<file path="config.mk">
export PLATFORM = sky130hd
export DESIGN_NAME = seq_shift_unit
export DESIGN_NICKNAME = d
export VERILOG_FILES = /design/src/rtl/seq_shift_unit.sv
export SDC_FILE = /design/constraint.sdc
export NUM_CORES = 1
export LEC_CHECK = 0
export ABC_AREA = 0
export ABC_CLOCK_PERIOD_IN_PS = 1100
export BUFFER_PORTS_ARGS = -buffer_cell sky130_fd_sc_hd__buf_2
export CORE_ASPECT_RATIO = 0.6
export CORE_MARGIN = 2
export CORE_UTILIZATION = 34
export DETAILED_ROUTE_END_ITERATION = 7
export GPL_TIMING_DRIVEN = 0
export SYNTH_ARGS = -nofsm -noshare
export SYNTH_HDL_FRONTEND = slang
export SYNTH_SLANG_ARGS = --single-unit
export TNS_END_PERCENT = 50
</file>
<file path="constraint.sdc">
create_clock -name clk -period 1.1 [get_ports clk]
set_input_delay 0.165 -clock clk [delete_from_list [all_inputs] [get_ports clk]]
set_output_delay 0.165 -clock clk [all_outputs]
set_load 0.01 [all_outputs]
</file>
<file path="src/rtl/seq_shift_unit.sv">
// rtl/seq_shift_unit.sv - multi-cycle one-bit-per-clock shifter with start/busy/done handshake
//
// Shifts a WIDTH-bit operand by `amount` single-bit steps, one step per clock.
// Supports left and right shifts in logical, arithmetic, rotate and serial-fill modes.
//
// Ports:
//   clk         in   clock, rising edge
//   rst_n       in   asynchronous active-low reset
//   start       in   request, accepted only when idle
//   dir         in   0 = left (toward MSB), 1 = right (toward LSB)
//   mode        in   00 logical, 01 arithmetic, 10 rotate, 11 serial fill
//   amount      in   number of single-bit shifts (AMT_W bits)
//   data_in     in   operand, captured on accept
//   ser_in_lsb  in   fill bit for left shifts in serial mode, sampled each shift cycle
//   ser_in_msb  in   fill bit for right shifts in serial mode, sampled each shift cycle
//   result      out  working/final value
//   bb_out      out  last bit shifted out
//   busy        out  high while not idle
//   done        out  one-cycle pulse when result is final
module seq_shift_unit #(
    parameter int WIDTH = 8,
    parameter int AMT_W = 3
) (
    input  logic             clk,
    input  logic             rst_n,
    input  logic             start,
    input  logic             dir,
    input  logic [1:0]       mode,
    input  logic [AMT_W-1:0] amount,
    input  logic [WIDTH-1:0] data_in,
    input  logic             ser_in_lsb,
    input  logic             ser_in_msb,
    output logic [WIDTH-1:0] result,
    output logic             bb_out,
    output logic             busy,
    output logic             done
);

    typedef enum logic [1:0] {
        S_IDLE  = 2'd0,
        S_SHIFT = 2'd1,
        S_DONE  = 2'd2
    } state_t;

    localparam logic [1:0] MODE_LOG = 2'b00;
    localparam logic [1:0] MODE_ARI = 2'b01;
    localparam logic [1:0] MODE_ROT = 2'b10;
    localparam logic [1:0] MODE_SER = 2'b11;

    state_t           state_q;
    logic [WIDTH-1:0] result_q;
    logic             bb_q;
    logic             busy_q;
    logic             done_q;
    logic [AMT_W-1:0] cnt_q;
    logic             dir_q;
    logic [1:0]       mode_q;

    logic [WIDTH-1:0] shift_d;
    logic             shout_d;
    logic             fill_d;

    // One-step shift of the working value, using the captured dir/mode.
    // Arithmetic left falls into the default (zero fill) like logical left.
    always_comb begin
        shift_d = result_q;
        shout_d = 1'b0;
        fill_d  = 1'b0;
        if (!dir_q) begin
            shout_d = result_q[WIDTH-1];
            case (mode_q)
                MODE_ROT: fill_d = result_q[WIDTH-1];
                MODE_SER: fill_d = ser_in_lsb;
                default:  fill_d = 1'b0;
            endcase
            shift_d = {result_q[WIDTH-2:0], fill_d};
        end else begin
            shout_d = result_q[0];
            case (mode_q)
                MODE_LOG: fill_d = 1'b0;
                MODE_ARI: fill_d = result_q[WIDTH-1];
                MODE_ROT: fill_d = result_q[0];
                MODE_SER: fill_d = ser_in_msb;
                default:  fill_d = 1'b0;
            endcase
            shift_d = {fill_d, result_q[WIDTH-1:1]};
        end
    end

    always_ff @(posedge clk or negedge rst_n) begin
        if (!rst_n) begin
            state_q  <= S_IDLE;
            result_q <= '0;
            bb_q     <= 1'b0;
            busy_q   <= 1'b0;
            done_q   <= 1'b0;
            cnt_q    <= '0;
            dir_q    <= 1'b0;
            mode_q   <= MODE_LOG;
        end else begin
            case (state_q)
                S_IDLE: begin
                    done_q <= 1'b0;
                    if (start) begin
                        result_q <= data_in;
                        cnt_q    <= amount;
                        dir_q    <= dir;
                        mode_q   <= mode;
                        bb_q     <= 1'b0;
                        busy_q   <= 1'b1;
                        if (amount == '0) begin
                            state_q <= S_DONE;
                            done_q  <= 1'b1;
                        end else begin
                            state_q <= S_SHIFT;
                        end
                    end
                end
                S_SHIFT: begin
                    result_q <= shift_d;
                    bb_q     <= shout_d;
                    cnt_q    <= cnt_q - AMT_W'(1);
                    // Last step: the pulse is registered so it appears with the final value.
                    if (cnt_q == AMT_W'(1)) begin
                        state_q <= S_DONE;
                        done_q  <= 1'b1;
                    end
                end
                S_DONE: begin
                    done_q  <= 1'b0;
                    busy_q  <= 1'b0;
                    state_q <= S_IDLE;
                end
                default: begin
                    state_q <= S_IDLE;
                    done_q  <= 1'b0;
                    busy_q  <= 1'b0;
                end
            endcase
        end
    end

    assign result = result_q;
    assign bb_out = bb_q;
    assign busy   = busy_q;
    assign done   = done_q;

endmodule

</file>
-- Yosys cells after proc, flatten, opt, wreduce, memory -nomap -nowiden
Index checks and enable logic that the tools add are counted.
- bits in registers: 19
- input bits: 19
- output and inout bits: 11
- logic and storage cells: 48
- $add $sub $neg: 1
- eq/ne operators: 8
- muxes and demuxes: 20
- bitwise logic cells: 1
- reduce and logical (&&, ||, !) cells: 9
- operators with widths (kind ; count):
    $mux 8 ; 2
    $pmux 8 s2 ; 1
    $pmux 1 s2 ; 4
    $reduce_and 2->1 ; 4
    $mux 1 ; 6
    $mux 2 ; 3
    $pmux 3 s2 ; 1
    $eq 2x1->1 const B ; 2
    $eq 2x2->1 const B ; 2
    $logic_not 2->1 ; 2
    $ne 2x2->1 const B ; 2
    $pmux 2 s2 ; 1
    $eq 3x1->1 const B ; 1
    $logic_not 3->1 ; 1
    $mux 3 ; 1
    $ne 3x3->1 const B ; 1
    $pmux 1 s3 ; 1
    $reduce_and 3->1 ; 1
    $sub 3x1->3 const B ; 1
    $reduce_bool 2->1 ; 1
    $not 1->1 ; 1

-- Logic depth before layout (Yosys ltp)
- depth after elaboration: 4
- mapped depth: 5
- depth with buffers taken out: 5

-- Least setup slack after synthesis
OpenSTA, ideal clock, no wires.
- path type: flip-flop to flip-flop
- start: reg mode_q[0]
- end: reg result_q[7] (netlist: result[7])
- setup time: 0.133 ns
- data arrival time: 1.092 ns
- data required time: 0.967 ns
- path slack: -0.125 ns
- cell stages (with the launch flop): 4
- buffers on the path: 0
- clock period less this slack: 1.225 ns
- cells stage by stage: dfrtp_1 -> mux2_4 -> a311oi_1 -> o41ai_2
- longest elaborated chain between the ends: 4
- elaborated cells on any way between the ends: 9
- those cells by class: eq/ne (4); mux (3); reduce/logical (2)
- RTL lines (what ; RTL line ; RTL):
    from (decl) ; 57 ; logic [1:0] mode_q;
    from (signal assigned) ; 108 ; mode_q <= mode;
    $eq 2x2->1 or $logic_not 2->1 (tied branches) ; 79 ; case (mode_q)
    $pmux 1 s3 ; 79 ;
    $mux 8 ; 69 ; if (!dir_q) begin
    $pmux 8 s2 ; 101 ; case (state_q)
    to (signal assigned) ; 105 ; result_q <= data_in;
    to (signal assigned) ; 120 ; result_q <= shift_d;
    to (decl) ; 51 ; logic [WIDTH-1:0] result_q;
Several ways; a longest one is shown, not always the timed one.
A chain may end at the register's enable or synchronous reset.

-- Worst setup path after layout
- start: reg mode_q[0]
- end: reg result_q[0] (netlist: result[0])
- longest elaborated chain between the ends: 4
- elaborated cells on any way between the ends: 5
- those cells by class: eq/ne (2); mux (3)
- RTL lines (what ; RTL line ; RTL):
    $eq 2x2->1 ; 71 ; case (mode_q)
    $pmux 1 s2 (*) ; 71 ;
    $mux 8 (*) ; 69 ;
    $pmux 8 s2 (*) ; 101 ;
Every way passes the cells marked *; elsewhere a longest branch is shown, timed or not.

==> metrics list <==
* Die outline width: 75.5 um
- The mapped netlist covers 1040 um2.
* Fraction of synthesized cell area in xor and xnor cells: 0%
- Across the run, the number of max-cap violations was 0.
* Max frequency: 790 MHz
* Cell-by-cell listing of the critical path: buf_4 -> mux2i_2 -> nor4b_2 -> o31a_1
* Simple-gate share of the synthesized area: 14.2%
- The initial antenna violation count came to 0.
- Register bit total from synthesis: 19
- Global placement routability congestion: 0.773
- The most common cell in the synthesized netlist is dfrtp_1.
- Total power for the finished layout comes to 4.69 mW.
- The worst register-to-register path has a setup slack of -0.17 ns.
- Main combinational cell family by area after synthesis: compound AO/OA/AOI/OAI gates
- Placement Setup Slack: -0.231 ns
- Relative to the synthesized area, the layout overhead comes to 45.5%.
- Leak pwr: 0.713 nW
- Cell type with the highest aggregate area in the netlist: dfrtp_1
- Cell count after synthesis: 101
- Die extent in y: 46.9 um
- The number of antenna diodes in the final layout is 0.
- Global-route total usage across every layer: 18.0%
* CP Buf/Inv Count: 1
- On the critical path, the stage with the largest delay is an instance of dfrtp_1.
* Starting density of the core: 36.1%
* Area of the core: 2890 um2
* Area enclosed by the die boundary: 3540 um2
- Unrepaired setup endpoints after global routing: true
- Synth async-reset ratio: 100%
* Net count of the mapped netlist: 122
- In the synthesized netlist the dominant register cell turns out to be dfrtp_1.
- STA classifies the critical path startpoint as a register.
* HPWL after detailed placement: 1990 um
- Final cell count without fillers: 187
- TritonCTS created 3 clock buffers.
- The flow ran to the end, but the final reports show violations.
* Total Neg Setup Slack: -1.21 ns
* Number of nets in the final layout: 167
- Post-synth EDFFs: 0
- Final hold analysis gives a worst-case slack of 0.137 ns.
* TritonCTS clock tree: built
* Smallest setup slack after layout: -0.166 ns
- Reg2reg path depth: 4
- During placement, the flow inserted port buffers numbering 29.
- Top Ports: 30
- Summing the areas of all compound-gate instances in the mapped netlist gives 19.8% of the synthesized area.
* Longest Clk Path Bufs: 2
- The largest single stage delay on the critical path is 0.42 ns.
* Kind of cell adding the most delay to the critical path: flip-flops
* Via count of the first global-routing pass: 968
- Synthesis instantiated 33 different standard cells from the library.
- Data on the critical path is required at its endpoint by 1.30 ns.
- The critical path in this run is classified as reg2reg.
- After synthesis, the most frequently instantiated cells are dfrtp_1 (19), nand2_1 (10), o21ai_1 (8).
- Arrival time of data at the critical path endpoint: 1.46 ns
- Worst clock skew: 0.00148 ns
- Total power divided by cell area: 3090 nW/um2
- For this run, design rule violations remaining after detail routing come to 0.
- Final-layout fill cell count: 270
- Avg Cell Area, Syn: 10.3 um2
- Total number of H-tree levels: 1
- Kind of end point of the critical path: register
* Number of cells on the worst hold path: 2
* Final period utilization: 115%
- CTS placed an instance of clkbuf_8 at the clock tree root.
- Utilization of the core after routing: 52.5%
- The number of placed instances, taps included, is 172.
* Worst VDD drop: 1.46 mV
- The first global-routing pass estimated 4640 um of wire.
- The synthesized netlist devotes 2.40% of its cell area to adder and majority cells.
- For this run, the number of Yosys warnings is 0.
* Pin slew with the least headroom to its limit: 0.466 ns
- Total vias in the final route: 949
- Fin. Hold Viols: 0
- The checks that failed: negative setup slack.
- In the final layout, the share of cells above drive strength 1 is 54.5%.
- Finished Cell Area: 1520 um2
- Total routed wirelength: 2930 um
- The path class of the tightest hold or removal check is in2reg.
- Multiplexer cells account for 13.1% of the synthesized area.
* Clock latency of the later-clocked register in the worst-skew pair: 0.25 ns
- Entering global routing, the biggest net connects 20 pins.
- Stages on the worst setup path: 4
- Final critical path time including I/O delays and setup: 1.27 ns
* Total number of placement rows: 15
- Setup violations remaining at the end of the flow were counted as 17.
* Vias per inst: 5.07
- Post-detailed-route wirelength per cell: 15.7 um
* CP Max Fanout: 3
* Drt first pass iters: 4
* Remaining max-slew budget at the tightest pin: 69.0%
- Grt total ovfl: 0
- After detailed placement, the total cell area comes to 1270 um2.
- Clock slew seen by the registers of the worst setup and hold paths: 0.07 ns
* Count of final max-slew check failures: 0
* DRT antenna net count: 0
- Clock sink total: 19
- After the first detailed-routing iteration, the DRC count stood at 52.
* Most area-consuming cells after synthesis: dfrtp_1 (46%), mux2_1 (7.6%), a22oi_1 (4.3%)
- In this run the biggest area consumer among cell types represents 45.6% of the synthesized area.
* Sequential cell area fraction in the yosys report: 45.6%
[repair_timing]
action	in CTS	in global routing
setup endpoints to repair	18	19
hold buffers	1	0
pin swaps	6	4
buffers inserted	9	1
hold endpoints to repair	19	0
resized for setup	19	11
[sequential cells by signal, summed over array words and instances (netlist names)]
signal,cells
result,8
cnt_q,3
mode_q,2
state_q,2
bb_out,1
busy,1
dir_q,1
done,1
[power by group]
part           switching (mW)  total, mW  internal (mW)
Combinational            1.31       2.82           1.51
Sequential              0.330       1.38           1.05
Clock                   0.238      0.490          0.252
Total                    1.88       4.69           2.81
[kinds of logic after synthesis]
| group | after synthesis |
|---|---|
| AOI/OAI and AO/OA | 30 |
| and+or+nand+nor | 27 |
| DFF | 19 |
| muxes | 12 |
| buffers and inverters | 11 |
| adders and majority gates | 2 |
[layout by cell type, fill, tap and decap left out, types with 2 or more instances in the layout]
cell,instances
a21oi_1,3
a21oi_2,3
a22oi_2,5
buf_2,29
buf_4,10
buf_6,4
clkbuf_8,3
dfrtp_1,18
ha_1,2
inv_1,5
mux2_2,2
mux2_4,7
nand2_1,10
nand2b_1,2
nand2b_4,2
nor2_1,2
nor2b_1,2
nor2b_4,2
o21ai_1,8
o22ai_1,2
[worst paths after layout]
check,start,end
max,mode_q[0],result[0]
min,dir,dir_q
max reg2reg,mode_q[0],result[0]
min reg2reg,bb_out,bb_out
max in group asynchronous,rst_n,state_q[1]
min in group asynchronous,rst_n,cnt_q[0]
[per-layer routing]
metal / track usage (%) / up-vias / share of wire, %
met5: 0 / - / 0
met3: 6.01 / 4 / 5.7
met2: 28.0 / 30 / 45
met1: 24.1 / 460 / 48
li1: - / 455 / -
met4: 5.26 / 0 / 0.82
[layout make-up]
cell class                 count  area (um2)  share of cell area, %
tap                           42        52.6                   3.47
clock inverter                 1        5.00                  0.330
buffer                         6        57.6                   3.80
sequential                    19         477                   31.4
timing repair buffer          40         230                   15.2
inverter                       5        18.8                   1.24
clock buffer                   3        41.3                   2.72
multi-input combinational     71         634                   41.8
(Power assumes the default switching activity.)
